`config.mk`:
```
export PLATFORM = sky130hd
export DESIGN_NAME = imm_ext_pipe
export DESIGN_NICKNAME = d
export VERILOG_FILES = /design/src/rtl/imm_ext_pipe.sv
export SDC_FILE = /design/constraint.sdc
export NUM_CORES = 1
export LEC_CHECK = 0
export ABC_AREA = 1
export CORE_UTILIZATION = 57
export CTS_BUF_LIST = sky130_fd_sc_hd__clkbuf_2
export CTS_CLUSTER_DIAMETER = 30
export DETAILED_ROUTE_END_ITERATION = 12
export GPL_ROUTABILITY_DRIVEN = 0
export PLACE_DENSITY_LB_ADDON = 0.12
export SYNTH_ARGS = -nofsm -noshare
export SYNTH_HDL_FRONTEND = slang
export SYNTH_SLANG_ARGS = --single-unit
```
`constraint.sdc`:
```
create_clock -name clk -period 2.95 [get_ports clk]
set_input_delay 0.4425 -clock clk [delete_from_list [all_inputs] [get_ports clk]]
set_output_delay 0.4425 -clock clk [all_outputs]
set_load 0.01 [all_outputs]
```
`src/rtl/imm_ext_pipe.sv`:
```
// Decode-stage immediate generator for every RV32 format plus CSR zimm,
// registered through a 2-entry valid/ready skid buffer with a tag sideband.
module imm_ext_pipe #(
  parameter int XLEN  = 32,
  parameter int TAG_W = 5,
  parameter int CNT_W = 8
) (
  input  logic             clk,
  input  logic             reset,
  input  logic             in_valid,
  output logic             in_ready,
  input  logic [31:0]      instr,
  input  logic [2:0]       ImmSrc,
  input  logic [TAG_W-1:0] in_tag,
  output logic             out_valid,
  input  logic             out_ready,
  output logic [XLEN-1:0]  ImmExt,
  output logic [TAG_W-1:0] out_tag,
  output logic             out_err,
  output logic [CNT_W-1:0] err_cnt
);

  typedef enum logic [2:0] {
    FMT_I = 3'b000,
    FMT_S = 3'b001,
    FMT_B = 3'b010,
    FMT_U = 3'b011,
    FMT_J = 3'b100,
    FMT_Z = 3'b101
  } fmt_e;

  logic [31:0]      imm32;
  logic             new_err;
  logic [XLEN-1:0]  new_imm;

  logic             main_valid;
  logic [XLEN-1:0]  main_imm;
  logic [TAG_W-1:0] main_tag;
  logic             main_err;

  logic             skid_valid;
  logic [XLEN-1:0]  skid_imm;
  logic [TAG_W-1:0] skid_tag;
  logic             skid_err;

  logic             accept;
  logic             deliver;
  logic             unused_opcode;

  // Every format is first built as a 32-bit value; Z and illegal selects
  // have bit 31 clear, so a signed widen gives the right extension for all.
  always_comb begin
    imm32   = '0;
    new_err = 1'b0;
    case (ImmSrc)
      FMT_I:   imm32 = {{20{instr[31]}}, instr[31:20]};
      FMT_S:   imm32 = {{20{instr[31]}}, instr[31:25], instr[11:7]};
      FMT_B:   imm32 = {{19{instr[31]}}, instr[31], instr[7], instr[30:25], instr[11:8], 1'b0};
      FMT_U:   imm32 = {instr[31:12], 12'b0};
      FMT_J:   imm32 = {{11{instr[31]}}, instr[31], instr[19:12], instr[20], instr[30:21], 1'b0};
      FMT_Z:   imm32 = {27'b0, instr[19:15]};
      default: new_err = 1'b1;
    endcase
  end

  assign new_imm       = XLEN'($signed(imm32));
  assign unused_opcode = ^instr[6:0];

  assign in_ready  = !skid_valid && !reset;
  assign out_valid = main_valid && !reset;
  assign ImmExt    = main_imm;
  assign out_tag   = main_tag;
  assign out_err   = main_err;

  assign accept  = in_valid && in_ready;
  assign deliver = out_valid && out_ready;

  // Accept and deliver never coincide while skid is full, since in_ready
  // is low then; so skid only ever refills main on a plain delivery.
  always_ff @(posedge clk) begin
    if (reset) begin
      main_valid <= 1'b0;
      main_imm   <= '0;
      main_tag   <= '0;
      main_err   <= 1'b0;
      skid_valid <= 1'b0;
      skid_imm   <= '0;
      skid_tag   <= '0;
      skid_err   <= 1'b0;
      err_cnt    <= '0;
    end else begin
      if (deliver) begin
        if (skid_valid) begin
          main_imm   <= skid_imm;
          main_tag   <= skid_tag;
          main_err   <= skid_err;
          skid_valid <= 1'b0;
        end else if (accept) begin
          main_imm <= new_imm;
          main_tag <= in_tag;
          main_err <= new_err;
        end else begin
          main_valid <= 1'b0;
        end
      end else if (accept) begin
        if (!main_valid) begin
          main_valid <= 1'b1;
          main_imm   <= new_imm;
          main_tag   <= in_tag;
          main_err   <= new_err;
        end else begin
          skid_valid <= 1'b1;
          skid_imm   <= new_imm;
          skid_tag   <= in_tag;
          skid_err   <= new_err;
        end
      end
      if (accept && new_err && (err_cnt != {CNT_W{1'b1}})) begin
        err_cnt <= err_cnt + 1'b1;
      end
    end
  end

endmodule
```
# After elaboration in Yosys (flattened, before gate mapping)
# Cells that the tools add are included.
# op_classes
addsub,1
n_eq_ne,9
n_mux,21
n_bitwise,1
n_reduce_logical,17
# ops
operator,n
32-bit one-hot mux with 6 select lines,1
32-bit 2-to-1 mux,5
5-bit 2-to-1 mux,5
1-bit 2-to-1 mux,10
3-bit AND reduction,3
"8-bit by 1-bit adder with 8-bit output, second input constant",1
"8-bit inequality test, second input constant",1
"3-bit by 2-bit equality test with 1-bit output, second input constant",2
"3-bit equality test, second input constant",2
1-bit logical AND,6
6-bit OR reduction,1
"2-bit inequality test, second input constant",2
2-bit nonzero test,2
"3-bit by 1-bit equality test with 1-bit output, second input constant",1
3-bit logical NOT,1
1-bit logical NOT,2
"2-bit by 1-bit inequality test with 1-bit output, second input constant",1
2-bit AND reduction,1
2-bit OR reduction,1
1-bit inverter,1
# totals
reg_bits,86

# Depth between registers and ports, before layout
# Gate-level depths: netlist of the first run.
# depth
depth_word,6
depth_mapped,11
ltp_nobuf,10

# Least setup slack after synthesis of the first run
# No wires, ideal clock.
# synth_path
path_type,register to register
from,register main_valid
to,register main_imm[28] (netlist: ImmExt[28])
arrival_ns,1.597
path_slack_ns,1.244
path_stages_with_launch,12
path_buffers,1
period_less_slack_ns,1.706
cell_sequence,dfxtp_1 -> inv_2 -> nor2_4 -> nand2_1 -> ha_1 -> nor2_4 -> nand2_2 -> buf_2 -> nor2_1 -> nand2_1 -> nand2_1 -> inv_1
# synth_between
elab_chain_cells,4
word_cells_on_any_way,6
cone_classes,1 x eq/ne; 1 x mux; 4 x reduce/logical
# synth_lines
element,line_no,rtl
start: declaration,36,logic main_valid;
start signal: assignment,82,main_valid <= 1'b0;
start signal: assignment,103,main_valid <= 1'b0;
start signal: assignment,107,main_valid <= 1'b1;
1-bit logical AND (*),70,assign out_valid = main_valid && !reset;
via out_valid,15,"output logic out_valid,"
1-bit logical AND (*),76,assign deliver = out_valid && out_ready;
2-bit by 1-bit inequality test with 1-bit output (no line) / 2-bit nonzero test (equally long branches),-,
3-bit AND reduction (no line),-,
end signal: assignment,94,main_imm <= skid_imm;
end signal: assignment,99,main_imm <= new_imm;
end signal: assignment,108,main_imm <= new_imm;
end: declaration,37,logic [XLEN-1:0] main_imm;
# The timed path passes the listed nets; every way through them passes the cells marked *.
# A chain may end at the register's enable or synchronous reset.

# Worst setup path in the final report of the first run
# layout_path
from,input reset
to,output in_ready
# layout_between
elab_chain_cells,2
# layout_lines
element,line_no,rtl
start: declaration,9,"input logic reset,"
1-bit logical NOT,69,assign in_ready = !skid_valid && !reset;
1-bit logical AND,69,
end: declaration,11,"output logic in_ready,"
# No other way between the ends.

==> impl_metrics.toml, run 1 <==
[run_status]
status = "finished clean"

[hold_path]
min_path_type = "reg2reg"

[power_and_ir_drop]
power_density_nw_per_um2 = 421
power_uw = 2300
leakagePower_uw = 0.00254
vdd.ir_drop.worst_uv = 257

[clocking]
clk_latency_ns = 0.52
path_clk_slew_ns = 0.23
htree_levels = 3
clock_sink_count = 86
cts_setup_buffers = 0
postCtsResizedCells = 0
cts_buffer_depth = 2
cts_root_buf = "clkbuf_2"
hold_buffers = 0
tritoncts = "done"
cts_buffers = 9

[drt]
drt_wl_total_um = 10800
ant_nets = 0
drtIter0Drc = 245
drc = 0
vias_per_cell = 5.11
first_pass_iters = 5
wl_per_cell_um = 12.1
vias = 4583

[yosys]
synthArstFlopShare_pct = 0
post_synth_num_cell_types = 25
ys_seq_area_share_pct = 38.4
synth-seq-cells = 86
yosys_warnings = 0
syn_nets = 768
syn_inst = 722
syn_area_um2 = 4480
synth_area_leader_cell = "dfxtp_1"
syn_avg_cell_area_um2 = 6.21
netlist.area_leader.share_pct = 38.4
synth_flop_cell = "dfxtp_1"
synth_edf_count = 0
synthTopCellsByArea = "dfxtp_1, nand2_1, nor2_1"

[cells_and_area]
antennaDiodeCount = 0
area_delta_synth_final_pct = 22.1
drive_above_1_share_pct = 5.65
final_cell_mix = "nand2_1, nor2_1, inv_1, dfxtp_1, clkdlybuf4s50_1"
layout_commonest_cell = "nand2_1"
nNetsFinal = 839

[die]
ios = 92
die_area_um2 = 8220
rows = 31
core_area_um2 = 7410
die_height_um = 90.7
die_w_um = 90.7
start_util_pct = 60.5

[timing]
setup_violations = 0
max_slew.worst_pin.slew_ns = 0.508
fmax_mhz = 440
whs_ns = 0.470
fin_crit_ns = 2.27
drv_slew = 0
finalCritPeriodShare_pct = 77.1
fin_skew_ns = 0.0252
maxSlewHeadroom_pct = 66.1
hold_violations = 0
rsz0062_at_grt = "false"
fin_setup_tns_ns = 0

[run]
cap_violations = 0

[critical_path]
crit_slowest_cell = "clkdlybuf4s50_1"
max_stage_delay_ns = 0.52
worstPathRequired_ns = 2.51
crit_end = "in_ready"
cp-end-kind = "output pin"
crit_top_cell = "clkdlybuf4s50_1"
crit_chain = "clkdlybuf4s50_1, inv_2, nand2_1, inv_1, clkdlybuf4s50_1"
start_kind = "input pin"
worstPathMaxFanout = 14
critical_path_class = "in2out"
ff2ff_setup_slack_ns = 0.92
r2r-end = "ImmExt[20]"
crit_start = "reset"
reg2reg_from = "main_valid"
cp_data_arrival_time_ns = 1.83
reg2reg_depth = 11

[global_routing]
grt_pass1_wl_um = 18500
grt_overflow = 0
antenna_found_initial = 0
grtUsageTotal_pct = 27.2
grt_pass1_vias = 4232
grt_start_max_net_pins = 50

[placed_design]
post-dp-hpwl_um = 7530
io_buffers = 84
-- synth_stat cells (all sizes together) (2+ instances only) --
master	n
nand3	37
nand2	201
ha	2
inv	106
o21ai	46
clkbuf	11
a211oi	3
buf	24
nand4	9
dfxtp	86
nor2	148
a21oi	47
-- registers in the layout, summed over array words and instances, names as in the netlist --
register    cells
ImmExt         32
skid_imm       32
err_cnt         8
out_tag         5
skid_tag        5
main_valid      1
out_err         1
skid_err        1
skid_valid      1
-- layout make-up --
cell class | instances | area, um2
timing repair buffer | 95 | 948
sequential | 86 | 1720
multi-input combinational | 495 | 2150
fill | 616 | 1940
inverter | 106 | 398
tap | 99 | 124
clock inverter | 6 | 85.1
clock buffer | 9 | 45.0
-- report_power, final --
| group | switching (uW) | total [uW] | internal [uW] |
|---|---|---|---|
| combinational | 217 | 388 | 170 |
| sequential | 25.4 | 1240 | 1210 |
| clock | 404 | 678 | 275 |
| total | 646 | 2300 | 1660 |
-- kinds of logic (layout without fill, tap and decap cells) --
logic type	count (synthesis)	after routing	synth area share, %
simple gates	396	396	35.7
buf+inv	141	216	13.6
compound gates	96	96	11.6
flops	86	86	38.4
fa+ha+maj	2	2	0.558
xor+xnor	1	1	0.196
-- layer usage --
| metal | vias to the layer above | wire length (um) | global-route usage (%) |
|---|---|---|---|
| li1 | 2342 | - | - |
| met1 | 2046 | 4730 | 34.5 |
| met2 | 166 | 5130 | 45.7 |
| met3 | 29 | 700 | 3.70 |
| met4 | 0 | 283 | 12.9 |
| met5 | - | 0 | 0 |
-- worst max-delay path: cells and delay by family --
kind / cells / cell delay [ns]
buf+inv: 4 / 1.27
simple gates: 1 / 0.12
-- per-stage QoR --
stage | utilization [%] | setup WS, ns | std cells | area, um2
global route | 73.9 | 0.614 | 896 | 5470
finish | 73.9 | 0.676 | 896 | 5470
floorplan | - | 1.24 | 722 | 4480
global placement | 72.1 | 0.385 | 881 | 5340
detailed placement | 72.1 | 0.316 | 881 | 5340
CTS | 73.9 | 0.653 | 896 | 5470
-- worst min-delay path by stage --
stage           startpoint          end  slack, ns  cells after the start
6_report       skid_tag[2]  skid_tag[2]       0.47                      2
5_1_grt        skid_tag[2]  skid_tag[2]       0.50                      2
4_1_cts        skid_tag[2]  skid_tag[2]       0.47                      2
3_5_place_dp   skid_tag[2]  skid_tag[2]       0.45                      2
3_3_place_gp   skid_tag[1]  skid_tag[1]       0.44                      2
2_1_floorplan  skid_tag[0]  skid_tag[0]       0.42                      2
(Power assumes the default switching activity.)
==> inputs of run 2 (changes only) <==
CORE_UTILIZATION = 53   (was 57)
clock period = 2.2 ns   (was 2.95 ns; I/O delays follow)
==> impl_metrics.toml, run 2 (synthesis gave the netlist of run 1 again) <==
[run_status]
status = "finished clean"

[power_and_ir_drop]
switchingPower_uw = 932
netSwitchingFraction_pct = 29.2
power_density_nw_per_um2 = 569
p_int_uw = 2260
leakagePower_uw = 0.00261
clkPwrFrac_pct = 31.2
vdd.ir_drop.worst_uv = 369
power_uw = 3190
combPwrFrac_pct = 16.8
p_seq_share_pct = 52.0

[drt]
m1WireLength_um = 4900
drc = 0
first_pass_iters = 7
ant_nets = 0
vias = 4573
drtIter0Drc = 196
drt_wl_total_um = 10800
top_layer_used = "met4"
wl_met3_um = 690
met2WireLength_um = 5040
wl_per_cell_um = 11.9
vias_per_cell = 5.01

[cells_and_area]
layout_commonest_cell = "nand2_1"
fin_cells = 913
design_area_um2 = 5620
area_delta_synth_final_pct = 25.3
fill_cells = 762
nNetsFinal = 849
antennaDiodeCount = 0
final_cell_mix = "nand2_1, nor2_1, inv_1, dfxtp_1, clkdlybuf4s50_1"
drive_above_1_share_pct = 7.18

[die]
die_height_um = 93.9
die_w_um = 93.9
core_area_um2 = 8220
ios = 92
start_util_pct = 54.5
rows = 33
die_area_um2 = 8830

[clocking]
cts_buffer_depth = 2
hold_buffers = 0
clk_latency_ns = 0.57
clock_sink_count = 86
cts_setup_buffers = 0
cts_root_buf = "clkbuf_2"
cts_buffers = 9
tritoncts = "done"
htree_levels = 3
path_clk_slew_ns = 0.27

[timing]
hold_violations = 0
setup_violations = 0
rsz0062_at_grt = "false"
maxSlewHeadroom_pct = 64.7
fmax_mhz = 478
fin_setup_tns_ns = 0
max_slew.worst_pin.slew_ns = 0.530
finalCritPeriodShare_pct = 95.0
fin_crit_ns = 2.09
drv_slew = 0
fin_skew_ns = 0.0377

[global_routing]
antenna_found_initial = 0
grt_pass1_vias = 4220
grt_overflow = 0
grt_pass1_wl_um = 18400
grt_start_max_net_pins = 56
grtUsageTotal_pct = 26.3

[placed_design]
dp_cells = 897
place_area_um2 = 5460
post-dp-hpwl_um = 7540
io_buffers = 84

[critical_path]
cp_data_arrival_time_ns = 1.76
cp-end-kind = "output pin"
worstPathMaxFanout = 3
start_kind = "flop"
critical_path_class = "reg2out"
worstPathRequired_ns = 1.87

[hold_path]
min_path_type = "in2reg"

[run]
cap_violations = 0
run 2: through the flow:
| stage | util [%] | hold WS [ns] | setup WS (ns) |
|---|---|---|---|
| final | 68.3 | 0.384 | 0.110 |
| after floorplan | - | 0.425 | 0.494 |
| after detailed placement | 66.5 | 0.445 | 0.104 |
| after CTS | 68.3 | 0.362 | 0.0668 |
| after global placement | 66.5 | 0.435 | 0.131 |
| after global routing | 68.3 | 0.354 | 0.0209 |
run 2: what timing repair did:
action	CTS	global route
gates resized for setup	1	1
endpoints found under the setup margin	1	1
cloned	0	0
run 2: area by class of cell:
cell class,count,area (um2),share of cell area [%]
repair buffers,105,1060,18.9
clock inverters,7,104,1.85
well taps,105,131,2.34
clock buffers,9,45.0,0.802
flip-flops and latches,86,1730,30.7
multi-input cells,495,2150,38.3
inverters,106,398,7.09
run 2: power by group through the flow:
stage | registers (uW) | logic [uW] | clock network (uW)
detailed placement | 1690 | 534 | 0
floorplan | 1700 | 284 | 0
global placement | 1690 | 525 | 0
CTS | 1660 | 538 | 1010
global route | 1670 | 603 | 1080
finish | 1660 | 536 | 997
run 2: worst max-delay path: stages (launching register included):
cell and delay [ns]:
dfxtp_4 0.43, inv_2 0.06, nor2_4 0.08, buf_4 0.12
clkdlybuf4s50_1 0.52
run 2: worst paths after layout:
kind / startpoint / endpoint / slack [ns] / cells past startpoint
max: main_valid / out_valid / 0.11 / 4
min: instr[27] / skid_imm[7] / 0.38 / 3
max reg2reg: err_cnt[0] / err_cnt[5] / 0.56 / 7
min reg2reg: skid_tag[3] / skid_tag[3] / 0.47 / 2
run 2: metal layers:
metal / global-route usage, % / up-vias
met1: 33.4 / 2039
li1: - / 2369
met4: 9.36 / 0
met3: 5.34 / 16
met5: 0 / -
met2: 43.9 / 149
